<file path="config.mk">
export PLATFORM = sky130hd
export DESIGN_NAME = descrambler
export DESIGN_NICKNAME = d
export VERILOG_FILES = /design/src/rtl/descr_pkg.sv /design/src/rtl/descr_lfsr.sv /design/src/rtl/descrambler.sv
export SDC_FILE = /design/constraint.sdc
export NUM_CORES = 1
export LEC_CHECK = 0
export BUFFER_PORTS_ARGS = -buffer_cell sky130_fd_sc_hd__buf_2
export CORE_MARGIN = 3
export CORE_UTILIZATION = 37
export DETAILED_ROUTE_END_ITERATION = 7
export SYNTH_ARGS = -nofsm -noshare
export SYNTH_HDL_FRONTEND = slang
export SYNTH_HIERARCHICAL = 1
export SYNTH_SLANG_ARGS = --single-unit
</file>
<file path="constraint.sdc">
create_clock -name clk1Mhz -period 1.59 [get_ports clk1Mhz]
set_input_delay 0.318 -clock clk1Mhz [delete_from_list [all_inputs] [get_ports clk1Mhz]]
set_output_delay 0.318 -clock clk1Mhz [all_outputs]
set_load 0.02 [all_outputs]
</file>
<file path="src/rtl/descr_pkg.sv">
// ============================================================================
// descr_pkg : shared K-code constants, LFSR polynomial/seed, state encoding
// Revision  : 1.0  initial release
// ============================================================================
`default_nettype none

package descr_pkg;

  localparam logic [7:0] K_COM = 8'hBC;
  localparam logic [7:0] K_SKP = 8'h1C;
  localparam logic [7:0] K_STP = 8'hFB;
  localparam logic [7:0] K_SDP = 8'h5C;
  localparam logic [7:0] K_END = 8'hFD;
  localparam logic [7:0] K_EDB = 8'hFE;
  localparam logic [7:0] K_PAD = 8'hF7;
  localparam logic [7:0] K_IDL = 8'h7C;

  localparam logic [15:0] POLY_MASK = 16'h0039;
  localparam logic [15:0] SEED      = 16'hFFFF;

  typedef enum logic [0:0] {
    ST_UNSYNC = 1'b0,
    ST_SYNC   = 1'b1
  } state_e;

  typedef struct packed {
    logic [15:0] state;
    logic [7:0]  mask;
  } lfsr_step_t;

  function automatic logic is_legal_k(input logic [7:0] b);
    return (b == K_COM) || (b == K_SKP) || (b == K_STP) || (b == K_SDP) ||
           (b == K_END) || (b == K_EDB) || (b == K_PAD) || (b == K_IDL);
  endfunction

  // Eight Galois advances; mask bit i is the MSB seen at advance i.
  function automatic lfsr_step_t lfsr_adv8(input logic [15:0] s_in);
    lfsr_step_t r;
    logic [15:0] s;
    s = s_in;
    r.mask = 8'h00;
    for (int i = 0; i < 8; i++) begin
      r.mask[i] = s[15];
      s = {s[14:0], 1'b0} ^ (s[15] ? POLY_MASK : 16'h0000);
    end
    r.state = s;
    return r;
  endfunction

endpackage

`default_nettype wire

</file>
<file path="src/rtl/descr_lfsr.sv">
// ============================================================================
// descr_lfsr : 16-bit Galois LFSR with load/hold/8-step advance and byte mask
// Revision   : 1.0  initial release
// ============================================================================
`default_nettype none

module descr_lfsr
  import descr_pkg::*;
(
  input  logic       clk_i,
  input  logic       rst_n_i,
  input  logic       load_i,
  input  logic       adv_i,
  output logic [7:0] mask_o
);

  logic [15:0] lfsr_q;
  logic [15:0] lfsr_d;
  lfsr_step_t  w_step;

  assign w_step = lfsr_adv8(lfsr_q);
  assign mask_o = w_step.mask;

  always_comb begin
    lfsr_d = lfsr_q;
    if (load_i) begin
      lfsr_d = SEED;
    end else if (adv_i) begin
      lfsr_d = w_step.state;
    end
  end

  always_ff @(posedge clk_i or negedge rst_n_i) begin
    if (!rst_n_i) begin
      lfsr_q <= SEED;
    end else begin
      lfsr_q <= lfsr_d;
    end
  end

endmodule

`default_nettype wire

</file>
<file path="src/rtl/descrambler.sv">
// ============================================================================
// descrambler : byte-rate LFSR descrambler with COM-based symbol lock
// Optional    : DESCR_COM_CNT_EN adds the com_count saturating COM counter
// Revision    : 1.0  initial release
// ============================================================================
`default_nettype none

module descrambler
  import descr_pkg::*;
(
  input  logic       clk1Mhz,
  input  logic       reset_L,
  input  logic [7:0] byte_joining_desc_cond,
  input  logic       k_in,
  input  logic       valid_in,
  output logic [7:0] data_out,
  output logic       k_out,
  output logic       valid_out,
  output logic       sync_out,
  output logic       err_out
`ifdef DESCR_COM_CNT_EN
  ,
  output logic [15:0] com_count
`endif
);

  state_e     state_q;
  logic [7:0] data_q;
  logic       k_q;
  logic       valid_q;
  logic       err_q;

  logic [7:0] w_mask;
  logic       w_com;
  logic       w_skp;
  logic       w_illegal;
  logic       w_lfsr_load;
  logic       w_lfsr_adv;

  assign w_com     = k_in && (byte_joining_desc_cond == K_COM);
  assign w_skp     = k_in && (byte_joining_desc_cond == K_SKP);
  assign w_illegal = k_in && !is_legal_k(byte_joining_desc_cond);

  // COM reseeds, SKP and illegal K hold; data and other K symbols advance.
  assign w_lfsr_load = valid_in && w_com;
  assign w_lfsr_adv  = valid_in && !w_com && !w_skp && !w_illegal;

  descr_lfsr u_lfsr (
    .clk_i   (clk1Mhz),
    .rst_n_i (reset_L),
    .load_i  (w_lfsr_load),
    .adv_i   (w_lfsr_adv),
    .mask_o  (w_mask)
  );

  always_ff @(posedge clk1Mhz or negedge reset_L) begin
    if (!reset_L) begin
      state_q <= ST_UNSYNC;
      data_q  <= 8'h00;
      k_q     <= 1'b0;
      valid_q <= 1'b0;
      err_q   <= 1'b0;
    end else begin
      valid_q <= 1'b0;
      err_q   <= 1'b0;
      if (valid_in) begin
        data_q <= k_in ? byte_joining_desc_cond : (byte_joining_desc_cond ^ w_mask);
        k_q    <= k_in;
        if (w_illegal) begin
          err_q   <= 1'b1;
          state_q <= ST_UNSYNC;
        end else if (w_com) begin
          valid_q <= 1'b1;
          state_q <= ST_SYNC;
        end else begin
          valid_q <= (state_q == ST_SYNC);
        end
      end
    end
  end

  assign data_out  = data_q;
  assign k_out     = k_q;
  assign valid_out = valid_q;
  assign err_out   = err_q;
  assign sync_out  = (state_q == ST_SYNC);

`ifdef DESCR_COM_CNT_EN
  logic [15:0] com_cnt_q;

  always_ff @(posedge clk1Mhz or negedge reset_L) begin
    if (!reset_L) begin
      com_cnt_q <= 16'h0000;
    end else if (valid_in && w_com && (com_cnt_q != 16'hFFFF)) begin
      com_cnt_q <= com_cnt_q + 16'h0001;
    end
  end

  assign com_count = com_cnt_q;
`endif

endmodule

`default_nettype wire

</file>
==> reports/metrics.csv, run 1 <==
metric;value;unit
status;finished clean;
Top Metal Used;met4;
Die Ht;72.6;um
GPL Wtd Cong;0.783;
initial antenna violation count;0;
clock net sink count;28;
WL/cell;14.3;um
Slowest cell on crit path;and4b_2;
Syn. warnings;6;
I/O Pins;24;
Final Setup Violations;0;
residual DRC count;0;
Cell Pwr Density;1580;nW/um^2
Pleak;0.831;nW
Row Count;23;
drt initial violations;30;
gr ovfl total;0;
ranking of synthesized cells by area;dfstp_2, dfrtp_1, xnor2_1;
Post-synth ARST share;100;%
crit path launch type;input pin;
IO buf count;23;
register area share after synthesis;43.9;%
Mapped Nets;168;
post-layout min period;1.53;ns
clock buffer depth;2;
Core Box Area;4140;um^2
Post-synth EDFFs;0;
ant diodes;0;
post-route insts no fill;234;
final hold vios;0;
most frequent cell after synthesis;xnor2_1;
Avg Inst Size Synth;10.5;um^2
Layout Utilization;47.0;%
GRT Total Usage;14.2;%
Top FF cell, synth;dfstp_2;
CTS clk-pin slew, worst paths;0.10;ns
RSZ-0062 raised after global routing;true;
CP peak stage delay;0.29;ns
vias post-DR;1165;
worst-path maximum fanout;16;
CP Cell Sequence;buf_2 -> nor4bb_4 -> and4b_2 -> a211oi_4 -> nor2b_4 -> buf_12 -> and2b_2 -> a21oi_1;
Worst setup EP type;register;
Tot Pwr;3.07;mW
area delta synth->final;18.6;%
register bit total from synthesis;28;
Cell variety after synth;34;
vias in the first global route;1236;
Worst EP arrival;1.73;ns
starting density of the core;39.6;%
Final Skew;0.00849;ns
largest net degree at the start of global routing;29;
max-cap check violation count;0;
Num CTS Buffers;3;
global-route wire length before repair;5740;um
post-synthesis cell count;156;
type of the tightest min-delay check;input pin to asynchronous set/reset pin;
M1 WL;1470;um
Hold Buf Count CTS;0;
Worst IR Drop VDD;0.000931;V
Buf+Inv Stages, Crit Path;2;
layout cells sized above 1;41.8;%
ANT nets after route;0;
CTS H-Tree Depth;1;
Tcrit/Tclk final;96.0;%
WL final;3340;um
synth cell count leaders;xnor2_1, a21oi_1, dfstp_2, nor2b_1, dfrtp_1;
Max-slew headroom;58.9;%
CTS tree;built;
met3 WL post-DR;176;um
wire length on met2;1630;um
vias per cell;4.98;
Skew-Pair Late Insertion Delay;0.28;ns
Netlist Area Pre-Place;1640;um^2
Detail Placement HPWL;2480;um
Final Max Slew Viols;0;
first drt pass iteration count;4;
WP data required;1.79;ns
worst slew pin tran;0.616;ns
CTS root buf;clkbuf_8;
NumNets Final;197;
cell family with the largest share of critical-path delay;simple AND/OR/NAND/NOR gates;
top-area cell type share of the netlist area;25.6;%
Synth area leader;dfstp_2;
maximum clock rate;0.655;GHz
worst setup path class;input pin to register;
die area;5270;um^2
Inst Count DP;230;
fillcell total;406;
hold slack;0.0370;ns
die width;72.6;um
-- layer usage --
layer	vias up	GRT usage (%)
met5	-	0
met4	0	6.15
met3	6	3.31
met2	25	23.7
met1	565	17.3
li1	569	-
-- final timing paths --
check,depth (start not counted),end,start,slack [ns]
max in group asynchronous,1,u_lfsr/lfsr_q[12]$_DFFE_PN1P_,reset_L,1.15
min in group clk1Mhz,2,err_out$_DFF_PN0_,valid_in,0.33
min,1,err_out$_DFF_PN0_,reset_L,0.04
max reg2reg,3,u_lfsr/lfsr_q[4]$_DFFE_PN1P_,u_lfsr/lfsr_q[9]$_DFFE_PN1P_,0.36
min reg2reg,1,k_out$_DFFE_PN0P_,k_out$_DFFE_PN0P_,0.52
max,8,u_lfsr/lfsr_q[8]$_DFFE_PN1P_,byte_joining_desc_cond[1],0.06
-- flip-flops by register name, indices dropped and copies added, names as in the netlist --
signal,count
data_out,8
u_lfsr/lfsr_q,16
k_out,1
valid_out,1
err_out,1
sync_out,1
-- placed cells by master (no fill, tap or decap), types with 2 or more instances in the layout --
cell type  count
buf_4         15
dfrtp_1       12
a211o_1        8
a21oi_2        3
nor2b_1       14
clkbuf_8       3
xnor2_1       29
dfstp_2       16
inv_1          2
nor2_1        10
buf_6          2
a21oi_1       15
buf_2         23
xnor2_2        2
nor3_1         6
-- logic make-up after synthesis --
family / count (synthesis) / synth area share, %
AO/OA/AOI/OAI: 30 / 12.2
multiplexers: 2 / 1.30
AND/OR/NAND/NOR: 46 / 18.1
XOR/XNOR: 31 / 17.5
flip-flops: 28 / 43.9
buffers and inverters: 19 / 7.01
-- power by group --
part	total (mW)	internal, mW	leakage, nW	switching (mW)
registers	1.34	1.08	0.310	0.265
clock network	0.395	0.174	0.0231	0.222
logic	1.33	0.752	0.499	0.580
total	3.07	2.00	0.831	1.07
-- repair_timing --
action                                  4_1_cts  5_1_grt
gates resized for setup                       0        5
setup buffers                                 0        0
endpoints found under the setup margin        0        8
-- layout make-up --
class / instances / area, um^2 / share of cell area (%)
Multi-Input combinational cell: 109 / 841 / 43.2
Sequential cell: 28 / 721 / 37.0
Timing Repair Buffer: 41 / 270 / 13.9
Tap cell: 50 / 62.6 / 3.21
Clock buffer: 3 / 41.3 / 2.12
Inverter: 2 / 7.51 / 0.386
Clock inverter: 1 / 3.75 / 0.193
-- metrics by stage --
stage | setup slack, ns | TNS (ns) | instance area, um^2
after floorplan | -0.0923 | -0.911 | 1670
after global placement | -0.218 | -3.09 | 1880
after detailed placement | -0.256 | -3.52 | 1880
after CTS | 0.0382 | 0 | 1930
after global routing | -0.00257 | -0.00503 | 1950
final | 0.0635 | 0 | 1950
(Power assumes the default switching activity.)
==> inputs of run 2 (changes only) <==
--- a/config.mk
+++ b/config.mk
@@ -5,6 +5,7 @@
 export SDC_FILE = /design/constraint.sdc
 export NUM_CORES = 1
 export LEC_CHECK = 0
+export ABC_AREA = 1
 export BUFFER_PORTS_ARGS = -buffer_cell sky130_fd_sc_hd__buf_2
 export CORE_MARGIN = 3
 export CORE_UTILIZATION = 37
==> reports/metrics.csv, run 2 <==
metric;value;unit;change
status;finished clean;;
Top reg by flops;u_lfsr/lfsr_q;;
WP data required;1.82;ns;+0.03 ns
Hold Buf Count CTS;0;;unchanged
Layout Utilization;45.0;%;-2.0 points
met2 Use GR;23.9;%;+0.19 points
Netlist Area Pre-Place;1810;um^2;+11%
Buf+Inv Stages, Crit Path;4;;+2
clock net sink count;28;;unchanged
fin worst setup slack;0.245;ns;+0.182 ns
clock buffer depth;2;;unchanged
Cell variety after synth;28;;-18%
fillcell total;477;;+17%
max-cap check violation count;0;;unchanged
global-route wire length before repair;6840;um;+19%
type of the tightest min-delay check;input pin to asynchronous set/reset pin;;
WL final;3840;um;+15%
first drt pass iteration count;4;;unchanged
GPL Wtd Cong;0.829;;+6.0%
vias post-DR;1530;;+31%
switching pwr;1.30;mW;+22%
Worst EP arrival;1.58;ns;-0.15 ns
worst-path maximum fanout;12;;-4
synth cell count leaders;nand2_1, a21oi_1, dfstp_2, inv_1, nand3_1;;
starting density of the core;40.0;%;+0.40 points
worst slew pin tran;0.649;ns;+0.0325 ns
Core Box Area;4530;um^2;+9.4%
Max-slew headroom;56.8;%;-2.2 points
register area share after synthesis;39.7;%;-4.2 points
GRT Total Usage;14.3;%;+0.18 points
vias in the first global route;1543;;+25%
CTS root buf;clkbuf_8;;
vias per cell;4.55;;-8.5%
CTS tree;built;;
Tcrit/Tclk final;84.6;%;-11 points
ant diodes;0;;unchanged
Final Max Slew Viols;0;;unchanged
Mapped Nets;263;;+57%
IO buf count;23;;unchanged
cell family with the largest share of critical-path delay;simple AND/OR/NAND/NOR gates;;
Die Ht;76.0;um;+4.7%
Final Skew;0.00817;ns;-0.000321 ns
Pleak;1.03;nW;+24%
cell depth of the worst setup path;13;;+5
ranking of synthesized cells by area;dfstp_2, nand2_1, dfrtp_1;;
commonest non-fill, non-tap cell in the layout;nand2_1;;
I/O Pins;24;;unchanged
Detail Placement HPWL;2850;um;+15%
Final Setup Violations;0;;unchanged
Clock power frac;17.8;%;+4.9 points
CP Cell Sequence;buf_2 -> nand2_1 -> nor2_2 -> inv_2 -> nor2_4 -> nor2_2 -> inv_1 -> nor2_1 -> nor2_1 -> inv_2 -> a21oi_1 -> o21ai_1 -> nand2_1;;
most frequent cells in the layout;nand2_1, buf_2, a21oi_1, inv_1, dfstp_2;;
die area;5780;um^2;+9.6%
reg2reg path depth;7;;+4
residual DRC count;0;;unchanged
sequential power share;44.5;%;+0.8 points
post-layout min period;1.34;ns;-0.182 ns
ANT nets after route;0;;unchanged
grt peak-use layer;met2;;
combinational power share;37.6;%;-5.8 points
Top FF cell, synth;dfstp_2;;
met3 Usage GRT;3.43;%;+0.12 points
most frequent cell after synthesis;nand2_1;;
area delta synth->final;12.4;%;
layout cells sized above 1;28.4;%;-13 points
Worst setup EP type;register;;
RSZ-0062 raised after global routing;false;;
M1 GR Usage;18.7;%;+1.4 points
sw frac;40.1;%;+5.3 points
Syn. warnings;6;;unchanged
post-CTS setup buffers;0;;unchanged
CTS H-Tree Depth;1;;unchanged
NumNets Final;284;;+44%
worst setup path class;input pin to register;;
Avg Inst Size Synth;7.23;um^2;-31%
CP peak stage delay;0.21;ns;-0.08 ns
drt initial violations;37;;+23%
CTS clk-pin slew, worst paths;0.11;ns;about the same
Post-synth ARST share;100;%;unchanged
maximum clock rate;0.744;GHz;+14%
Row Count;24;;+4.3%
hold slack;0.0463;ns;+0.00922 ns
die width;76.0;um;+4.7%
Setup WS pre-CTS;-0.0458;ns;+0.210 ns
Slowest cell on crit path;nor2_1;;
Pint;1.94;mW;-3.3%
Skew-Pair Late Insertion Delay;0.28;ns;about the same
max FFs per register;16;;unchanged
WL/cell;11.4;um;-20%
crit path launch type;input pin;;
initial antenna violation count;0;;unchanged
Num CTS Buffers;3;;unchanged
Post-synth EDFFs;0;;unchanged
register bit total from synthesis;28;;unchanged
Cell Pwr Density;1580;nW/um^2;+0.57%
Worst IR Drop VDD;0.000879;V;-5.6%
gr ovfl total;0;;unchanged
largest net degree at the start of global routing;29;;unchanged
Synth area leader;dfstp_2;;
final hold vios;0;;unchanged
post-CTS resize count;0;;unchanged
post-synthesis cell count;251;;+61%
top-area cell type share of the netlist area;23.2;%;-2.4 points
run 2: power by group through the flow:
stage,clock [mW],sequential [mW],combinational [mW]
finish,0.576,1.44,1.22
CTS,0.597,1.44,1.23
floorplan,0,1.32,1.19
global placement,0,1.45,1.19
detailed placement,0,1.45,1.22
global route,0.626,1.49,1.43
run 2: final timing paths:
kind	startpoint	end	slack (ns)
setup / recovery	byte_joining_desc_cond[6]	u_lfsr/lfsr_q[3]$_DFFE_PN1P_	0.25
hold / removal	reset_L	data_out[7]$_DFFE_PN0P_	0.05
setup reg to reg	u_lfsr/lfsr_q[13]$_DFFE_PN1P_	u_lfsr/lfsr_q[9]$_DFFE_PN1P_	0.40
hold reg to reg	data_out[3]$_DFFE_PN0P_	data_out[3]$_DFFE_PN0P_	0.49
max in group asynchronous	reset_L	data_out[6]$_DFFE_PN0P_	1.13
min in group clk1Mhz	valid_in	valid_out$_DFF_PN0_	0.37
run 2: final cells by class:
cell class	count	area (um^2)	area share [%]
Multi-Input combinational cell	176	848	41.6
Sequential cell	28	721	35.3
Timing Repair Buffer	35	205	10.1
Inverter	28	113	5.52
Tap cell	65	81.3	3.99
Clock buffer	3	41.3	2.02
Clock inverter	1	30.0	1.47
run 2: cells by family after synthesis:
logic type | count (synthesis) | synth area share [%]
buf+inv | 47 | 13.5
flops | 28 | 39.7
xor+xnor | 13 | 6.28
compound gates | 36 | 10.1
simple gates | 127 | 30.3
run 2: per-stage QoR:
stage          power (mW)  cells  setup TNS, ns  area [um^2]
6_report             3.23    336              0         2040
5_1_grt              3.54    336              0         2040
4_1_cts              3.26    336              0         2040
3_5_place_dp         2.67    332         -0.299         1970
3_3_place_gp         2.64    332              0         1970
2_1_floorplan        2.51    251              0         1810
run 2: layer usage:
layer	routed length, um	share of wire, %
met1	1890	49
met2	1720	45
met3	192	5.0
met4	38	0.99
met5	0	0
==> inputs of run 3 (changes only) <==
==> constraint.sdc (replaced) <==
create_clock -name clk1Mhz -period 1.4 [get_ports clk1Mhz]
set_input_delay 0.28 -clock clk1Mhz [delete_from_list [all_inputs] [get_ports clk1Mhz]]
set_output_delay 0.28 -clock clk1Mhz [all_outputs]
set_load 0.02 [all_outputs]
==> reports/metrics.csv, run 3 (synthesis results as in run 2) <==
metric;value;unit;change
status;complete, but fails checks;;
failing checks;hold timing;;
GRT Total Usage;14.0;%;-0.37 points
Detail Placement HPWL;2870;um;+0.93%
M1 GR Usage;18.8;%;+0.042 points
Final Skew;0.00786;ns;-0.000309 ns
RR Endpoint;u_lfsr/lfsr_q[9]$_DFFE_PN1P_;;
GPL Wtd Cong;0.816;;-1.6%
CTS clk-pin slew, worst paths;0.11;ns;about the same
Worst setup EP type;register;;
Buf+Inv Stages, Crit Path;4;;unchanged
Clock power frac;17.9;%;about the same
clock net sink count;28;;unchanged
Num CTS Buffers;3;;unchanged
layout cells sized above 1;30.8;%;+2.4 points
Area after DPL;2030;um^2;+3.1%
Cell Pwr Density;1750;nW/um^2;+11%
reg2reg path depth;7;;unchanged
starting density of the core;40.0;%;unchanged
Max-slew headroom;58.0;%;+1.2 points
Core Box Area;4530;um^2;unchanged
area delta synth->final;15.9;%;
Slowest cell on crit path;buf_4;;
cell depth of the worst setup path;13;;unchanged
WL/cell;11.3;um;-1.4%
CP Cell Sequence;buf_2 -> inv_1 -> nand2_2 -> nor2_4 -> nand2_1 -> nand2_1 -> nor2_2 -> inv_1 -> nor2_1 -> nor2_2 -> buf_4 -> a21oi_1 -> o21ai_1;;
final hold vios;3;;+3
gr ovfl total;0;;unchanged
die area;5780;um^2;unchanged
post-layout min period;1.25;ns;
drt initial violations;80;;+120%
worst setup path class;input pin to register;;
Skew-Pair Late Insertion Delay;0.28;ns;about the same
Tcrit/Tclk final;89.4;%;
met3 Usage GRT;2.96;%;-0.47 points
worst setup path startpoint;byte_joining_desc_cond[1];;
largest net degree at the start of global routing;29;;unchanged
CTS tree;built;;
commonest non-fill, non-tap cell in the layout;nand2_1;;
global-route wire length before repair;6710;um;-1.9%
most frequent cells in the layout;nand2_1, buf_2, buf_4, a21oi_1;;
initial antenna violation count;0;;unchanged
Worst EP arrival;1.46;ns;-0.12 ns
Pleak;1.07;nW;+3.7%
grt peak-use layer;met2;;
vias in the first global route;1446;;-6.3%
switching pwr;1.47;mW;+14%
worst-path maximum fanout;13;;+1
Critical R2R Launch;u_lfsr/lfsr_q[13]$_DFFE_PN1P_;;
met2 Use GR;23.9;%;unchanged
fin area;2100;um^2;+3.1%
FF-to-FF setup slack;0.24;ns;-0.16 ns
critical path endpoint;u_lfsr/lfsr_q[1]$_DFFE_PN1P_;;
sequential power share;44.4;%;about the same
first drt pass iteration count;4;;unchanged
maximum clock rate;0.799;GHz;
die width;76.0;um;unchanged
type of the tightest min-delay check;input pin to asynchronous set/reset pin;;
vias per cell;4.45;;-2.2%
vias post-DR;1532;;+0.13%
residual DRC count;0;;unchanged
I/O Pins;24;;unchanged
CTS H-Tree Depth;1;;unchanged
IO buf count;23;;unchanged
worst slew pin tran;0.630;ns;-0.0183 ns
Final Setup Violations;0;;unchanged
Top reg by flops;u_lfsr/lfsr_q;;
Die Ht;76.0;um;unchanged
Pint;2.21;mW;+14%
hold slack;-0.00402;ns;-0.0503 ns
ANT nets after route;0;;unchanged
Worst IR Drop VDD;0.000798;V;-9.2%
crit path launch type;input pin;;
max FFs per register;16;;unchanged
WL final;3880;um;+0.99%
WP data required;1.61;ns;-0.21 ns
Final Max Slew Viols;0;;unchanged
ant diodes;0;;unchanged
cell family with the largest share of critical-path delay;simple AND/OR/NAND/NOR gates;;
NumNets Final;292;;+2.8%
CP peak stage delay;0.23;ns;+0.02 ns
sw frac;40.0;%;-0.13 points
max-cap check violation count;0;;unchanged
CTS root buf;clkbuf_8;;
clock buffer depth;2;;unchanged
Row Count;24;;unchanged
combinational power share;37.7;%;about the same
-- run 3: through the flow --
| step | TNS [ns] | util (%) | setup slack (ns) | instances | power (mW) |
|---|---|---|---|---|---|
| 2_1_floorplan | 0 | - | 0.0611 | 251 | 2.85 |
| 4_1_cts | 0 | 46.3 | 0.0713 | 344 | 3.73 |
| 3_5_place_dp | -3.01 | 44.7 | -0.221 | 340 | 3.04 |
| 3_3_place_gp | -1.76 | 44.7 | -0.136 | 340 | 3.02 |
| 5_1_grt | -0.00663 | 46.4 | -0.00663 | 344 | 4.03 |
| 6_report | 0 | 46.4 | 0.149 | 344 | 3.68 |
-- run 3: final cells by class --
cell class | instances | area, um^2
multi-input cells | 176 | 851
inverters | 28 | 113
repair buffers | 43 | 265
clock buffers | 3 | 41.3
clock inverters | 1 | 30.0
well taps | 65 | 81.3
fillers | 471 | 2430
flip-flops and latches | 28 | 721
-- run 3: what timing repair did --
item	in CTS	in global routing
resized for setup	0	1
hold buffers	0	0
setup endpoints to repair	0	16
buffers inserted	0	0
endpoints found under the hold margin	0	0
-- run 3: how the worst min path moves through the flow --
stage / cells after the start / slack (ns) / end / from
after floorplan: 0 / -0.02 / data_out[0]$_DFFE_PN0P_ / reset_L
after global placement: 1 / 0.34 / data_out[0]$_DFFE_PN0P_ / reset_L
after detailed placement: 1 / 0.34 / data_out[0]$_DFFE_PN0P_ / reset_L
after CTS: 1 / 0.02 / data_out[0]$_DFFE_PN0P_ / reset_L
after global routing: 1 / 0.03 / data_out[0]$_DFFE_PN0P_ / reset_L
final: 1 / -0.004 / data_out[0]$_DFFE_PN0P_ / reset_L
-- run 3: power by group through the flow --
| stage | logic [mW] | registers, mW | clock network (mW) |
|---|---|---|---|
| after global routing | 1.61 | 1.70 | 0.723 |
| after global placement | 1.37 | 1.65 | 0 |
| after detailed placement | 1.39 | 1.65 | 0 |
| after floorplan | 1.35 | 1.50 | 0 |
| after CTS | 1.40 | 1.64 | 0.687 |
| final | 1.39 | 1.63 | 0.660 |
-- run 3: worst reg2reg max path, cell delays in order, from the launching register on --
cell and delay [ns]:
dfstp_2 0.71, inv_6 0.06, nand2_1 0.06, nand2_1 0.07, inv_1 0.05, nand2_1 0.04
nand3_1 0.06, nand2_1 0.05
-- run 3: routing by layer --
layer / wire, um / vias to the layer above
li1: - / 827
met1: 1940 / 679
met2: 1810 / 24
met3: 116 / 2
met4: 12 / 0
met5: 0 / -
